[config.mk]
export PLATFORM = sky130hd
export DESIGN_NAME = lms_anc_seq
export DESIGN_NICKNAME = d
export VERILOG_FILES = /design/src/rtl/lms_anc_seq.sv
export SDC_FILE = /design/constraint.sdc
export NUM_CORES = 2
export LEC_CHECK = 0
export CAP_MARGIN = 20
export CORE_MARGIN = 2
export CORE_UTILIZATION = 30
export DETAILED_ROUTE_END_ITERATION = 12
export PLACE_DENSITY = 0.44
export SLEW_MARGIN = 20
export SYNTH_ARGS = -nofsm -noshare
export SYNTH_HDL_FRONTEND = slang
export SYNTH_SLANG_ARGS = --single-unit
[constraint.sdc]
create_clock -name clk -period 16.35 [get_ports clk]
set_input_delay 4.905 -clock clk [delete_from_list [all_inputs] [get_ports clk]]
set_output_delay 4.905 -clock clk [all_outputs]
set_load 0.05 [all_outputs]
[src/rtl/lms_anc_seq.sv]
// lms_anc_seq: sequential sign-data LMS noise canceller, one shared multiplier.
// Define LMS_LEAKAGE_EN to build the leaky-LMS weight update.
module lms_anc_seq #(
  parameter int TAPS       = 16,
  parameter int DATA_W     = 16,
  parameter int COEF_W     = 32,
  parameter int FRAC_W     = 16,
  parameter int ACC_W      = 40,
  parameter int LEAK_SHIFT = 10
) (
  input  logic                     clk,
  input  logic                     reset,
  input  logic                     in_valid,
  output logic                     in_ready,
  input  logic signed [DATA_W-1:0] ref_in,
  input  logic signed [DATA_W-1:0] pri_in,
  input  logic                     adapt_en,
  input  logic [3:0]               mu_shift,
  input  logic                     weights_clr,
  output logic                     out_valid,
  output logic signed [DATA_W-1:0] err_out,
  output logic signed [DATA_W-1:0] est_out
);

  localparam int IW  = $clog2(TAPS);
  localparam int PW  = COEF_W + DATA_W;
  localparam int SW  = COEF_W + 2;
  localparam int LSH = FRAC_W - DATA_W + 1;
`ifdef LMS_LEAKAGE_EN
  localparam bit LEAK_ON = 1'b1;
`else
  localparam bit LEAK_ON = 1'b0;
`endif

  localparam logic signed [DATA_W-1:0] D_HI = {1'b0, {(DATA_W-1){1'b1}}};
  localparam logic signed [DATA_W-1:0] D_LO = {1'b1, {(DATA_W-1){1'b0}}};
  localparam logic signed [ACC_W-1:0]  A_HI = ACC_W'(D_HI);
  localparam logic signed [ACC_W-1:0]  A_LO = ACC_W'(D_LO);
  localparam logic signed [SW-1:0] C_HI = {3'b000, {(COEF_W-1){1'b1}}};
  localparam logic signed [SW-1:0] C_LO = {3'b111, {(COEF_W-1){1'b0}}};

  typedef enum logic [1:0] {IDLE, MAC, ERR, UPD} state_t;

  state_t                    state_q, state_d;
  logic [IW-1:0]             idx_q, idx_d;
  logic signed [ACC_W-1:0]   acc_q, acc_d;
  logic signed [DATA_W-1:0]  d_q, d_d;
  logic                      adapt_q, adapt_d;
  logic [3:0]                mu_q, mu_d;
  logic signed [DATA_W-1:0]  x_q [TAPS];
  logic signed [DATA_W-1:0]  x_d [TAPS];
  logic signed [COEF_W-1:0]  w_q [TAPS];
  logic signed [COEF_W-1:0]  w_d [TAPS];
  logic                      out_valid_q, out_valid_d;
  logic signed [DATA_W-1:0]  err_q, err_d;
  logic signed [DATA_W-1:0]  est_q, est_d;

  logic signed [COEF_W-1:0]  w_sel;
  logic signed [DATA_W-1:0]  x_sel;
  logic signed [PW-1:0]      prod;
  logic signed [ACC_W-1:0]   acc_add;
  logic signed [DATA_W-1:0]  y;
  logic [DATA_W:0]           e_raw;
  logic signed [DATA_W-1:0]  e;
  logic signed [COEF_W-1:0]  e_ext, e_shl, delta;
  logic signed [SW-1:0]      w_sum;
  logic signed [COEF_W-1:0]  w_new;

  // The one multiplier, shared by all taps through the index mux.
  assign w_sel   = w_q[idx_q];
  assign x_sel   = x_q[idx_q];
  assign prod    = PW'(w_sel) * PW'(x_sel);
  assign acc_add = ACC_W'(prod >>> FRAC_W);

  always_comb begin
    y = acc_q[DATA_W-1:0];
    if (acc_q > A_HI)      y = D_HI;
    else if (acc_q < A_LO) y = D_LO;
  end

  assign e_raw = {d_q[DATA_W-1], d_q} - {y[DATA_W-1], y};
  assign e = (e_raw[DATA_W] != e_raw[DATA_W-1]) ?
             (e_raw[DATA_W] ? D_LO : D_HI) : e_raw[DATA_W-1:0];

  // err_q holds e throughout UPD, so the step is derived from it.
  assign e_ext = COEF_W'(err_q);
  assign e_shl = e_ext <<< LSH;
  assign delta = e_shl >>> mu_q;

  always_comb begin
    w_sum = SW'(w_sel);
    if (LEAK_ON) w_sum = w_sum - SW'(w_sel >>> LEAK_SHIFT);
    if (x_sel != '0) begin
      if (x_sel[DATA_W-1]) w_sum = w_sum - SW'(delta);
      else                 w_sum = w_sum + SW'(delta);
    end
    w_new = w_sum[COEF_W-1:0];
    if (w_sum > C_HI)      w_new = C_HI[COEF_W-1:0];
    else if (w_sum < C_LO) w_new = C_LO[COEF_W-1:0];
  end

  always_comb begin
    state_d     = state_q;
    idx_d       = idx_q;
    acc_d       = acc_q;
    d_d         = d_q;
    adapt_d     = adapt_q;
    mu_d        = mu_q;
    x_d         = x_q;
    w_d         = w_q;
    out_valid_d = 1'b0;
    err_d       = err_q;
    est_d       = est_q;
    if (weights_clr) begin
      state_d = IDLE;
      idx_d   = '0;
      acc_d   = '0;
      for (int i = 0; i < TAPS; i++) begin
        x_d[i] = '0;
        w_d[i] = '0;
      end
    end else begin
      unique case (state_q)
        IDLE: begin
          if (in_valid) begin
            for (int k = TAPS - 1; k > 0; k--) x_d[k] = x_q[k-1];
            x_d[0]  = ref_in;
            d_d     = pri_in;
            adapt_d = adapt_en;
            mu_d    = mu_shift;
            acc_d   = '0;
            idx_d   = '0;
            state_d = MAC;
          end
        end
        MAC: begin
          acc_d = acc_q + acc_add;
          idx_d = idx_q + 1'b1;
          if (idx_q == IW'(TAPS - 1)) begin
            idx_d   = '0;
            state_d = ERR;
          end
        end
        ERR: begin
          est_d       = y;
          err_d       = e;
          out_valid_d = 1'b1;
          state_d     = UPD;
        end
        UPD: begin
          if (adapt_q) w_d[idx_q] = w_new;
          idx_d = idx_q + 1'b1;
          if (idx_q == IW'(TAPS - 1)) begin
            idx_d   = '0;
            state_d = IDLE;
          end
        end
      endcase
    end
  end

  always_ff @(posedge clk) begin
    if (reset) begin
      state_q     <= IDLE;
      idx_q       <= '0;
      acc_q       <= '0;
      d_q         <= '0;
      adapt_q     <= 1'b0;
      mu_q        <= '0;
      out_valid_q <= 1'b0;
      err_q       <= '0;
      est_q       <= '0;
      for (int i = 0; i < TAPS; i++) begin
        x_q[i] <= '0;
        w_q[i] <= '0;
      end
    end else begin
      state_q     <= state_d;
      idx_q       <= idx_d;
      acc_q       <= acc_d;
      d_q         <= d_d;
      adapt_q     <= adapt_d;
      mu_q        <= mu_d;
      out_valid_q <= out_valid_d;
      err_q       <= err_d;
      est_q       <= est_d;
      x_q         <= x_d;
      w_q         <= w_d;
    end
  end

  assign in_ready  = (state_q == IDLE);
  assign out_valid = out_valid_q;
  assign err_out   = err_q;
  assign est_out   = est_q;

endmodule

==> impl_metrics.py <==
metrics = {
    "run_status": {
        "status": "complete, no violations",
    },
    "power_and_ir_drop": {
        "p_leak_nw": 25.0,
        "power.net_switching_w": 0.00153,
        "power_frac_comb": 0.147,
        "clkPwrFrac": 0.441,
        "finalPower_w": 0.00517,
        "seqPwrFrac": 0.412,
        "power.internal_w": 0.00364,
        "powerDensity_nw_per_um2": 81.0,
        "ir_drop_v": 0.0000802,
        "p_sw_frac": 0.295,
    },
    "synthesis": {
        "syn_nets": 6962,
        "syn_area_per_cell_um2": 9.25,
        "synth_top_area_cell": "dfxtp_1",
        "seq_area_frac_synth": 0.302,
        "syn_inst": 6224,
        "ys.flop_type": "dfxtp_1",
        "yosys-top-cells-area": "dfxtp_1, fa_1, mux4_2",
        "synthArstFlopShare": 0,
        "mappedNetlistArea_um2": 57600,
        "synth_edf_count": 0,
        "ys_warn_count": 0,
        "ys_ff_latch": 868,
        "synth_cell_types": 89,
        "synthDominantCellAreaShare": 0.302,
    },
    "timing": {
        "drv_slew": 0,
        "worst_pin_slew_ns": 1.17,
        "relSlewSlack": 0.217,
        "hold_viol": 0,
        "rsz0062_at_grt": "no",
        "timing.hold.ws_ns": 0.446,
        "skew_ns": 0.0506,
        "setup-violations-final": 0,
        "fmax_mhz": 78.9,
        "period_share": 0.776,
        "setup_tns_ns": 0,
        "min_period_ns": 12.68,
    },
    "clock_network": {
        "cts-root-buf": "clkbuf_16",
        "cts_resized": 0,
        "clkLatencyLatePin_ns": 0.74,
        "cts_tree": "built",
        "cts_made_buffers": 99,
        "ctsHoldBuffers": 0,
        "numClockSinks": 868,
        "clk_path_buf_depth": 3,
        "postCtsSetupBuffers": 0,
        "clk_pin_slew_ns": 0.06,
        "htreeDepth": 3,
    },
    "routing": {
        "vias": 44300,
        "wl_per_cell_um": 21.4,
        "vias_per_cell": 5.13,
        "drt_iter0_markers": 3277,
        "final_antenna_net_count": 0,
        "wirelength_um": 184000,
        "dr.pass1.iters": 6,
        "route.detailed.drc": 0,
    },
    "grt": {
        "grt_pass1_wl_um": 282000,
        "grt_max_degree": 214,
        "grt_pass1_vias": 44600,
        "grt_antenna_before_repair": 3,
        "grt_use_total": 0.186,
        "overflow": 0,
    },
    "setup_path": {
        "critPathCaptureType": "register",
        "cp_common_cell": "a21o_1",
        "path_class": "register to register",
        "r2r_setup_slack_ns": 3.67,
        "crit_path_max_fanout": 35,
        "crit_arrival_ns": 13.29,
        "slowest_stage": "o21ai_2",
        "cpPeakStageDelay_ns": 0.75,
        "required_ns": 16.96,
        "start_kind": "register",
    },
    "finish": {
        "area_growth_pct": 10.7,
        "drive_gt1_frac": 0.0963,
        "nets": 6774,
        "fin_util": 0.335,
        "fillers": 19500,
    },
    "run": {
        "maxCapViolCount": 0,
    },
    "placement": {
        "portBuffers": 74,
        "dpl.hpwl_um": 123000,
        "routabilityCongestion": 0.864,
    },
    "die": {
        "core.rowCount": 160,
        "die_x_um": 442,
        "io_pins": 75,
        "start_util": 0.302,
        "dieHeight_um": 442,
        "core_area_um2": 190000,
        "dieArea_um2": 195000,
    },
    "hold_path": {
        "hp-class": "register to register",
    },
}
-- through the flow --
stage / instance area (um2) / std cells / setup slack [ns]
finish: 63800 / 8628 / 3.67
global route: 63800 / 8627 / 2.85
CTS: 63700 / 8627 / 3.65
detailed placement: 60400 / 8446 / 3.68
global placement: 60400 / 8443 / 3.76
floorplan: 57600 / 6224 / 4.77
-- power groups by stage --
stage                     sequential [W]  combinational, W  clock, W
after detailed placement         0.00217          0.000761         0
after floorplan                  0.00217          0.000530         0
after CTS                        0.00213          0.000764   0.00233
final                            0.00213          0.000762   0.00228
after global routing             0.00213          0.000830   0.00242
after global placement           0.00217          0.000761         0
-- critical path, delay by kind of cell, from the launching register on --
| kind | cells | cell delay, ns |
|---|---|---|
| adder cells (fa/ha/maj) | 8 | 3.82 |
| flip-flops | 1 | 0.37 |
| AO/OA/AOI/OAI | 18 | 5.09 |
| multiplexers | 2 | 0.86 |
| buffers and inverters | 5 | 1.79 |
| AND/OR/NAND/NOR | 1 | 0.11 |
| XOR/XNOR | 2 | 0.42 |
-- path summary, 6_finish.rpt --
path	from	to	cells past startpoint
min	x_q[212]$_SDFFE_PP0P_	x_q[196]$_SDFFE_PP0P_	2
min reg2reg	x_q[212]$_SDFFE_PP0P_	x_q[196]$_SDFFE_PP0P_	2
max	idx_q[0]$_SDFFE_PP0P_	acc_q[38]$_SDFFE_PP0P_	36
max reg2reg	idx_q[0]$_SDFFE_PP0P_	acc_q[38]$_SDFFE_PP0P_	36
-- metal layers --
metal,share of wire,vias to the layer above,GRT usage
met4,0.020,0,0.0448
met3,0.041,193,0.0195
met2,0.47,944,0.307
met5,0,-,0
met1,0.47,22600,0.259
li1,-,20600,-
-- flip-flops by register name (all words and copies together), names as in the netlist --
register,count
acc_q,40
out_valid,1
adapt_q,1
d_q,16
w_q,512
idx_q,4
err_out,16
state_q,2
est_out,16
x_q,256
mu_q,4
-- kinds of logic after synthesis --
| family | count (synthesis) | share of synthesized area |
|---|---|---|
| fa+ha+maj | 712 | 0.218 |
| flops | 868 | 0.302 |
| buf+inv | 1101 | 0.0759 |
| compound gates | 1522 | 0.166 |
| simple gates | 1623 | 0.120 |
| xor+xnor | 126 | 0.0197 |
| mux | 272 | 0.0991 |
-- cells in the final DEF, fill, tap and decap left out, drive strengths merged, types with 146 or more instances in the layout --
master / Yosys / routed
nand2: 986 / 986
dfxtp: 868 / 868
a21oi: 663 / 663
inv: 641 / 647
fa: 488 / 488
nor2: 307 / 307
o21ai: 303 / 303
a22o: 260 / 260
mux4: 236 / 236
ha: 209 / 209
clkbuf: 328 / 146
-- Yosys cell counts (all sizes together), types with 34 or more instances --
master    n
dfxtp   868
a22o    260
a21o     55
fa      488
xor2     54
xnor2    71
nor2    307
nand2   986
ha      209
inv     641
buf     132
a21oi   663
clkbuf  328
a211oi   68
a22oi    34
and2    102
o21ai   303
mux4    236
nor2b    59
-- final cells by class --
class | count | area, um2 | area share
tap | 2511 | 3140 | 0.0493
sequential | 868 | 17400 | 0.273
inverter | 641 | 2410 | 0.0377
clock inverter | 35 | 413 | 0.00648
timing repair buffer | 171 | 1530 | 0.0240
antenna | 1 | 2.50 | 0.0000393
multi-input combinational | 4255 | 36000 | 0.564
clock buffer | 146 | 2910 | 0.0456
Note: power is estimated with default switching activity, not from simulation.
